<file path="config.mk">
export PLATFORM = sky130hd
export DESIGN_NAME = systolic_ctrl
export DESIGN_NICKNAME = d
export VERILOG_FILES = /design/src/rtl/systolic_pkg.sv /design/src/rtl/systolic_idx_cnt.sv /design/src/rtl/systolic_ctrl.sv
export SDC_FILE = /design/constraint.sdc
export NUM_CORES = 1
export LEC_CHECK = 0
export ABC_AREA = 1
export CORE_MARGIN = 3
export CORE_UTILIZATION = 40
export CTS_CLUSTER_SIZE = 24
export DETAILED_ROUTE_END_ITERATION = 12
export GPL_TIMING_DRIVEN = 1
export PLACE_DENSITY = 0.72
export SLEW_MARGIN = 20
export SYNTH_ARGS = -nofsm -noshare
export SYNTH_HDL_FRONTEND = slang
export SYNTH_SLANG_ARGS = --single-unit
</file>
<file path="constraint.sdc">
create_clock -name clk -period 7.7 [get_ports clk]
set_clock_uncertainty 0.15 [all_clocks]
set_input_delay 1.925 -clock clk [delete_from_list [all_inputs] [get_ports clk]]
set_output_delay 1.925 -clock clk [all_outputs]
set_load 0.02 [all_outputs]
</file>
<file path="src/rtl/systolic_pkg.sv">
// systolic_pkg: shared constants and controller state encoding for the systolic array.
// Latency: n/a (declarations only).
// Backpressure: n/a.
package systolic_pkg;

  localparam int              DATA_W    = 16;
  localparam int              FRAC_BITS = 10;
  localparam logic [15:0]     ONE       = 16'h0400;  // 1.0 in Q5.10

  typedef enum logic [2:0] {
    IDLE    = 3'd0,
    CLEAR   = 3'd1,
    COMPUTE = 3'd2,
    DRAIN   = 3'd3,
    FIN     = 3'd4
  } state_t;

endpackage

</file>
<file path="src/rtl/systolic_idx_cnt.sv">
// systolic_idx_cnt: row-major row/col counter over an N x N grid, with last-position flag.
// Latency: row/col update on the clock after en; last is combinational from row/col.
// Backpressure: counter holds whenever en is low, so the selected position is stable.
// Ports: clk, rst (async active-low), en (advance one position), clr (return to 0,0),
//        row/col (current position), last (position N*N-1).
module systolic_idx_cnt
  import systolic_pkg::*;
#(
  parameter  int N  = 4,
  localparam int IW = $clog2(N)
) (
  input  logic          clk,
  input  logic          rst,
  input  logic          en,
  input  logic          clr,
  output logic [IW-1:0] row,
  output logic [IW-1:0] col,
  output logic          last
);

  logic col_end;

  assign col_end = (col == IW'(N - 1));
  assign last    = col_end && (row == IW'(N - 1));

  always_ff @(posedge clk or negedge rst) begin
    if (!rst) begin
      row <= '0;
      col <= '0;
    end else if (clr) begin
      row <= '0;
      col <= '0;
    end else if (en) begin
      if (last) begin
        // Wrap explicitly so non-power-of-two N never lands on an unused code.
        row <= '0;
        col <= '0;
      end else if (col_end) begin
        row <= row + IW'(1);
        col <= '0;
      end else begin
        col <= col + IW'(1);
      end
    end
  end

endmodule

</file>
<file path="src/rtl/systolic_ctrl.sv">
// systolic_ctrl: sequencer for an N x N output-stationary PE array: clear, K+N-1 compute steps, drain N*N results.
// Latency: start -> CLEAR next cycle; compute K+N-1 enabled cycles; one beat per accepted handshake; done 1 cycle after last beat.
// Backpressure: stall freezes compute (t and enables hold); out_ready low holds the current beat and sel_row/sel_col.
// Ports: clk, rst (async active-low); start/k_len job request; stall operand hold;
//        busy/done status; arr_clr_n/sys_pe_en array control; feed_t/a_row_vld/b_vld feeder control;
//        sel_row/sel_col/out_valid/out_last/out_ready result stream.
module systolic_ctrl
  import systolic_pkg::*;
#(
  parameter  int N  = 4,
  parameter  int KW = 8,
  localparam int TW = KW + 1,
  localparam int IW = $clog2(N)
) (
  input  logic          clk,
  input  logic          rst,
  input  logic          start,
  input  logic [KW-1:0] k_len,
  input  logic          stall,
  output logic          busy,
  output logic          done,
  output logic          arr_clr_n,
  output logic          sys_pe_en,
  output logic [TW-1:0] feed_t,
  output logic [N-1:0]  a_row_vld,
  output logic          b_vld,
  output logic [IW-1:0] sel_row,
  output logic [IW-1:0] sel_col,
  output logic          out_valid,
  output logic          out_last,
  input  logic          out_ready
);

  state_t        state, state_nxt;
  logic [KW-1:0] k_reg;
  logic [TW-1:0] t, t_nxt;
  logic [TW-1:0] k_ext;
  logic          t_last;
  logic          beat_acc;
  logic          idx_last;

  // Full TW-width compares: K+N-2 always fits, so no wrap is possible.
  assign k_ext  = {1'b0, k_reg};
  assign t_last = (t == k_ext + TW'(N - 2));

  always_ff @(posedge clk or negedge rst) begin
    if (!rst) begin
      state     <= IDLE;
      k_reg     <= '0;
      t         <= '0;
      arr_clr_n <= 1'b1;
    end else begin
      state     <= state_nxt;
      t         <= t_nxt;
      // Registered so the array reset is glitch-free; low exactly during CLEAR.
      arr_clr_n <= (state_nxt != CLEAR);
      if (state == IDLE && start) begin
        k_reg <= k_len;
      end
    end
  end

  always_comb begin
    state_nxt = state;
    t_nxt     = t;
    busy      = 1'b1;
    done      = 1'b0;
    sys_pe_en = 1'b0;
    out_valid = 1'b0;
    case (state)
      IDLE: begin
        busy = 1'b0;
        if (start) state_nxt = CLEAR;
      end
      CLEAR: begin
        t_nxt     = '0;
        state_nxt = (k_reg == '0) ? DRAIN : COMPUTE;
      end
      COMPUTE: begin
        sys_pe_en = !stall;
        if (!stall) begin
          if (t_last) begin
            t_nxt     = '0;
            state_nxt = DRAIN;
          end else begin
            t_nxt = t + TW'(1);
          end
        end
      end
      DRAIN: begin
        out_valid = 1'b1;
        if (out_ready && idx_last) state_nxt = FIN;
      end
      FIN: begin
        done      = 1'b1;
        state_nxt = IDLE;
      end
      default: state_nxt = IDLE;
    endcase
  end

  // Row i sees B[t-i] after i shift stages, so its A operand is skewed by i steps.
  always_comb begin
    a_row_vld = '0;
    b_vld     = 1'b0;
    if (state == COMPUTE) begin
      b_vld = (t < k_ext);
      for (int i = 0; i < N; i++) begin
        a_row_vld[i] = (t >= TW'(i)) && (t < k_ext + TW'(i));
      end
    end
  end

  assign feed_t   = t;
  assign beat_acc = out_valid && out_ready;
  assign out_last = out_valid && idx_last;

  systolic_idx_cnt #(.N(N)) u_idx (
    .clk  (clk),
    .rst  (rst),
    .en   (beat_acc),
    .clr  (done),
    .row  (sel_row),
    .col  (sel_col),
    .last (idx_last)
  );

endmodule

</file>
==> summary.md, run 1 <==
| Metric | Value |
|---|---|
| Largest net degree at the start of global routing | `26` |
| # diodes | `0` |
| Vias in the first global route | `roughly 2.3k` |
| Starting Density | `a little over two fifths` |
| Max FO, Critical Path | `2` |
| Hold WS | `362 ps` |
| Final setup viols | `0` |
| Area growth from synthesis to layout | `18.8%` |
| Synth Flop Type | `dfrtp_1` |
| Period utilization | `67.8%` |
| Net count after synthesis | `~430` |
| Clk_lat worst skew | `approximately 280 ps` |
| Post-layout util | `49.9%` |
| Status | `completed` |
| Gr usage total | `18.1%` |
| Core area | `0.00606 sq mm` |
| Critical Path Sink Type | `output pin` |
| Placer Congestion | `roughly 0.9` |
| Max-cap violation count | `0` |
| Setup Fix Bufs, Post-CTS | `0` |
| FF-to-FF Start | `k_reg[5]$_DFFE_PN0P_` |
| # rows | `28` |
| CP max-delay cell | `clkdlybuf4s50_1` |
| Antenna violations before repair | `0` |
| Slew headroom | `between 60% and 70%` |
| Final Hold Fails | `0` |
| Syn_area_per_cell | `just under 7 sq um` |
| CTS tree | `built` |
| DR vias | `approximately 2.5k` |
| Die Footprint | `~0.0074 sq mm` |
| Number of I/O pins | `37` |
| Asr flop ratio synth | `100%` |
| Fin crit period | `around 5200 ps` |
| Final net count | `~470` |
| Drc violations | `0` |
| Critical Path Source Type | `primary input` |
| Yosys reg bits | `25` |
| Slew Limit Fails | `0` |
| Worst Tran Pin Value | `between 400 and 500 ps` |
| Hold WC Path Type | `reg -> reg` |
| Post-CTS sizing | `0` |
| DR iter-0 viols | `72` |
| H-tree level count | `1` |
| Critical Path Source | `stall` |
| P per Cell Area | `~330 mW/mm^2` |
| Root Buffer | `clkbuf_8` |
| Cell Chain, Critical Path | `clkdlybuf4s50_1 > inv_1 > nand2_2 > inv_1 > clkdlybuf4s50_1` |
| Sink Count | `25` |
| TNS Setup | `0 ps` |
| Post-route ant nets | `0` |
| Detailed Routing Iterations Pass 1 | `4` |
| CTS Buf Count | `3` |
| PortBufs | `36` |
| Post-CTS Hold Fix Bufs | `0` |
| Maximum clock insertion buffer count | `2` |
| Vias per cell | `approximately 5.1` |
| Fraction of layout cells with a size suffix above 1 | `about 6.4%` |
| Synth unique cells | `27` |
| Post-DP HPWL | `~5 mm` |
| Die Ht | `~86 microns` |
| Critical path class | `in -> out` |
| Post-synth EDFFs | `0` |
| First-pass GRT wire length | `10.9 mm` |
| WL per Instance | `between 10 and 15 microns` |
| Sequential area share after synthesis | `roughly 25%` |
| Post-Synthesis Cells | `between 300 and 400` |
| Max stage delay on crit path | `610 ps` |
| Mapped cell area | `~0.0025 sq mm` |
| CP Data Arrival Time | `between 3000 and 4000 ps` |
| Worst Hold Launch | `u_idx.row[1]$_DFFE_PN0P_` |
| Routed Wire Length | `around 6.3 mm` |
| Die X | `85.8 microns` |
| Total congestion overflow | `0` |
| Clk slew on worst S/H paths | `about 90 ps` |
| WP data required | `5620 ps` |
| VDD IR max | `between 0.0002 and 0.00025 V` |
| P_leak | `about 1.6 nW` |
| Peak Freq | `approximately 190 MHz` |
| Unrepaired setup endpoints after global routing | `no` |
| Max FFs per register | `9` |
| YS warnings | `0` |
[placed cells by master, fill, tap and decap left out, types with 2 or more instances in the layout]
master           instances
ha_1                    43
nand3b_1                 2
xor2_1                   7
nand2_2                  2
nand3_1                 18
a21oi_2                  4
nor2_1                  51
a21o_1                   2
dfrtp_1                 24
clkbuf_8                 3
nor2_2                   6
a21oi_1                 20
o21ai_0                 10
clkdlybuf4s50_1         36
nor3_1                   6
nand2_1                107
nand4_1                  4
nand3_2                  4
inv_1                   51
[routing by layer]
metal  global-route usage [%]  share of wire (%)  up-vias
met2                     30.8                 48       50
li1                         -                  -     1254
met3                     1.73                3.4       10
met5                        0                  0        -
met4                     4.60                1.5        0
met1                     24.7                 47     1160
[final cells by class]
| class | instances | area (sq um) |
|---|---|---|
| multi-input cells | 292 | 1700 |
| clock buffers | 3 | 41.3 |
| well taps | 75 | 93.8 |
| inverters | 51 | 191 |
| repair buffers | 37 | 368 |
| fillers | 612 | 3030 |
| flip-flops and latches | 25 | 627 |
| clock inverters | 1 | 7.51 |
[logic make-up (layout without fill, tap and decap cells)]
group | count (synthesis) | in the layout | share of synthesized area, %
xor+xnor | 7 | 7 | 2.41
flops | 25 | 25 | 24.6
fa+ha+maj | 43 | 43 | 21.1
compound gates | 39 | 39 | 8.69
buf+inv | 54 | 92 | 8.79
simple gates | 203 | 203 | 34.4
[Yosys cell counts, types with 4 or more instances]
cell type / count / share of area, %
nand2_1: 107 / 16
inv_1: 51 / 7.5
nor2_1: 51 / 7.5
ha_1: 43 / 21
dfrtp_1: 24 / 24
a21oi_1: 20 / 3.9
nand3_1: 18 / 3.5
o21ai_0: 10 / 2.0
xor2_1: 7 / 2.4
nor2_2: 6 / 1.5
nor3_1: 6 / 1.2
a21oi_2: 4 / 1.4
nand3_2: 4 / 1.6
nand4_1: 4 / 0.98
[worst max-delay path, delay by kind of cell]
kind,cells,cell delay (ps)
simple gates,1,70
buf+inv,4,1150
[final timing paths]
check,depth (start not counted),slack (ps),endpoint
min in group asynchronous,2,1850,feed_t[4]$_DFFE_PN0P_
hold reg to reg,2,360,u_idx.row[1]$_DFFE_PN0P_
hold / removal,2,360,u_idx.row[1]$_DFFE_PN0P_
setup reg to reg,12,5070,feed_t[2]$_DFFE_PN0P_
setup / recovery,5,2480,sys_pe_en
max in group asynchronous,2,5250,arr_clr_n$_DFF_PN1_
[metrics by stage]
| stage | setup slack [ps] | total power [mW] | cells | instance area, sq um |
|---|---|---|---|---|
| final | 2480 | 0.992 | 484 | 3030 |
| after floorplan | 3420 | 0.714 | 371 | 2550 |
| after global routing | 2340 | 1.11 | 484 | 3030 |
| after CTS | 2470 | 1.00 | 484 | 3030 |
| after detailed placement | 2480 | 0.912 | 480 | 2980 |
| after global placement | 2490 | 0.895 | 480 | 2980 |
[power breakdown]
group          internal [mW]  switching, mW  total, mW
clock network         0.0368         0.0449     0.0816
registers              0.173         0.0611      0.234
logic                  0.253          0.423      0.677
total                  0.463          0.529      0.992
(Power assumes the default switching activity.)
==> run 2: changes to the inputs <==
- PLACE_DENSITY: 0.72 -> 0.74
- clock period: 7.7 -> 4.4 ns (I/O delays scaled with it)
==> run 2 against run 1 <==
  * Combinational power up 77%
  * Sequential share of layout area about the same
  * Power up 77%
  * Count of clock-buffer cells in the layout unchanged
  * Global-route usage up 0.16 points
  * Wire length up 2.5%
  * Worst setup slack worse by 2300 ps
  * Non-clock buffer count unchanged
  * Register-to-register slack worse by 3300 ps
  * Largest cell class unchanged
==> summary.md, run 2 (same netlist as run 1, synthesis figures left out) <==
| Metric | Value |
|---|---|
| Status | `completed` |
| TNS Setup | `0 ps (unchanged)` |
| CTS tree | `built` |
| Commonest non-fill, non-tap cell in the layout | `nand2_1` |
| Fraction of layout cells with a size suffix above 1 | `7.09% (+0.73 points)` |
| Slew headroom | `69.2% (-0.071 points)` |
| Number of I/O pins | `37 (unchanged)` |
| Clk_lat worst skew | `270 ps (about the same)` |
| Total congestion overflow | `0 (unchanged)` |
| FF-to-FF setup slack | `1810 ps (-3260 ps)` |
| Vias per cell | `5.11 (-0.12%)` |
| Finished Cell Area | `0.00303 sq mm (about the same)` |
| Final net count | `466 (unchanged)` |
| Gr usage total | `18.3% (+0.16 points)` |
| Die Footprint | `0.00737 sq mm (unchanged)` |
| Finished Layout Cells | `484 (unchanged)` |
| DR vias | `2471 (-0.12%)` |
| Placer Congestion | `0.952 (+7.9%)` |
| Cells on worst reg2reg path | `12 (unchanged)` |
| Post-CTS Hold Fix Bufs | `0 (unchanged)` |
| Die Ht | `85.8 microns (unchanged)` |
| FF-to-FF Start | `k_reg[2]$_DFFE_PN0P_` |
| P per Cell Area | `580 mW/mm^2 (+77%)` |
| Placed Instances | `480 (unchanged)` |
| Commonest cells after routing, fill and taps aside | `107 x nand2_1, 51 x nor2_1, 49 x inv_1` |
| Area growth from synthesis to layout | `18.8% (about the same)` |
| Peak Freq | `~240 MHz` |
| Root Buffer | `clkbuf_8` |
| WHS Endpoint | `u_idx.row[1]$_DFFE_PN0P_` |
| Post-layout util | `50.0% (about the same)` |
| Worst flop-to-flop path endpoint | `feed_t[4]$_DFFE_PN0P_` |
| Die X | `85.8 microns (unchanged)` |
| Final setup viols | `0 (unchanged)` |
| Vias in the first global route | `2464 (+6.8%)` |
| # rows | `28 (unchanged)` |
| H-tree level count | `1 (unchanged)` |
| Unrepaired setup endpoints after global routing | `no` |
| Clk slew on worst S/H paths | `90 ps (about the same)` |
| Fin crit period | `4230 ps` |
| CP Data Arrival Time | `2980 ps (-170 ps)` |
| Cell Area, Placed | `0.00298 sq mm (unchanged)` |
| Critical Path Source Type | `flip-flop` |
| Maximum clock insertion buffer count | `2 (unchanged)` |
| Starting Density | `42.1% (unchanged)` |
| Max-cap violation count | `0 (unchanged)` |
| Final Hold Fails | `0 (unchanged)` |
| WP data required | `3150 ps (-2470 ps)` |
| Period utilization | `96.1%` |
| # diodes | `0 (unchanged)` |
| Routed Wire Length | `6.46 mm (+2.5%)` |
| Post-route setup slack | `171 ps (-2310 ps)` |
| Hold WS | `376 ps (+14.0 ps)` |
| Worst setup slack after placement | `471 ps (-2010 ps)` |
| P_leak | `1.61 nW (-0.24%)` |
| Core area | `0.00606 sq mm (unchanged)` |
| WL per Instance | `13.3 microns (+2.5%)` |
| Drc violations | `0 (unchanged)` |
| Hold WC Path Type | `reg -> reg` |
| DR iter-0 viols | `138 (+92%)` |
| PortBufs | `36 (unchanged)` |
| Post-route ant nets | `0 (unchanged)` |
| Pwr Total | `1.76 mW (+77%)` |
| Detailed Routing Iterations Pass 1 | `4 (unchanged)` |
| Max FO, Critical Path | `7 (+5)` |
| Worst Tran Pin Value | `461 ps (+1.06 ps)` |
| Post-DP HPWL | `5.06 mm (+0.95%)` |
| Worst Hold Launch | `u_idx.row[1]$_DFFE_PN0P_` |
| Antenna violations before repair | `0 (unchanged)` |
| Max FFs per register | `9 (unchanged)` |
| CTS Buf Count | `3 (unchanged)` |
| VDD IR max | `0.000385 V (+92%)` |
| Sink Count | `25 (unchanged)` |
| Hold depth | `2 (unchanged)` |
| Slew Limit Fails | `0 (unchanged)` |
| First-pass GRT wire length | `11.0 mm (+1.4%)` |
| Critical Path Sink Type | `output pin` |
| Largest net degree at the start of global routing | `26 (unchanged)` |
| Critical path class | `reg -> out` |
-- run 2: cell counts in the layout (fill, tap and decap cells not counted) --
No cell type changed its count.
-- run 2: layout make-up --
cell class,instances,area [sq um]
Clock buffer,3,41.3
Inverter,51,191
Tap cell,75,93.8
Multi-Input combinational cell,292,1700
Timing Repair Buffer,37,368
Sequential cell,25,628
Clock inverter,1,7.51
Fill cell,601,3030
-- run 2: worst max-delay path: stages, from the launching register on --
cell and delay (ps):
dfrtp_1 490, ha_1 210, inv_1 80, nor2_1 130
xor2_1 240, nor2_1 70, a21oi_1 180, ha_1 260
nand2_1 70, nor2_1 50, nand3_1 60, nand3_1 80
nor3_1 150, clkdlybuf4s50_1 630
-- run 2: worst max path at each step --
| stage | startpoint | end | cells past startpoint |
|---|---|---|---|
| after floorplan | k_reg[2]$_DFFE_PN0P_ | a_row_vld[1] | 12 |
| after global placement | k_reg[2]$_DFFE_PN0P_ | a_row_vld[1] | 13 |
| after detailed placement | k_reg[0]$_DFFE_PN0P_ | a_row_vld[3] | 13 |
| after CTS | k_reg[0]$_DFFE_PN0P_ | a_row_vld[3] | 13 |
| after global routing | k_reg[2]$_DFFE_PN0P_ | a_row_vld[1] | 13 |
| final | k_reg[2]$_DFFE_PN0P_ | a_row_vld[1] | 13 |
-- run 2: what timing repair did --
item,in CTS,in global routing
endpoints found under the setup margin,0,2
resized for setup,0,3
setup buffers,0,0
-- run 2: power by group --
part	switching, mW	internal (mW)	leakage [nW]
Sequential	0.112	0.303	0.309
Clock	0.0793	0.0643	0.0217
Combinational	0.754	0.445	1.28
-- run 2: metal layers --
metal / routed length [microns] / vias up / GRT usage (%) / part of all wire (%)
met2: 3120 / 67 / 31.7 / 48
met3: 309 / 9 / 1.83 / 4.8
met1: 2960 / 1137 / 23.8 / 46
met4: 67 / 0 / 5.90 / 1.0
met5: 0 / - / 0 / 0
li1: - / 1258 / - / -
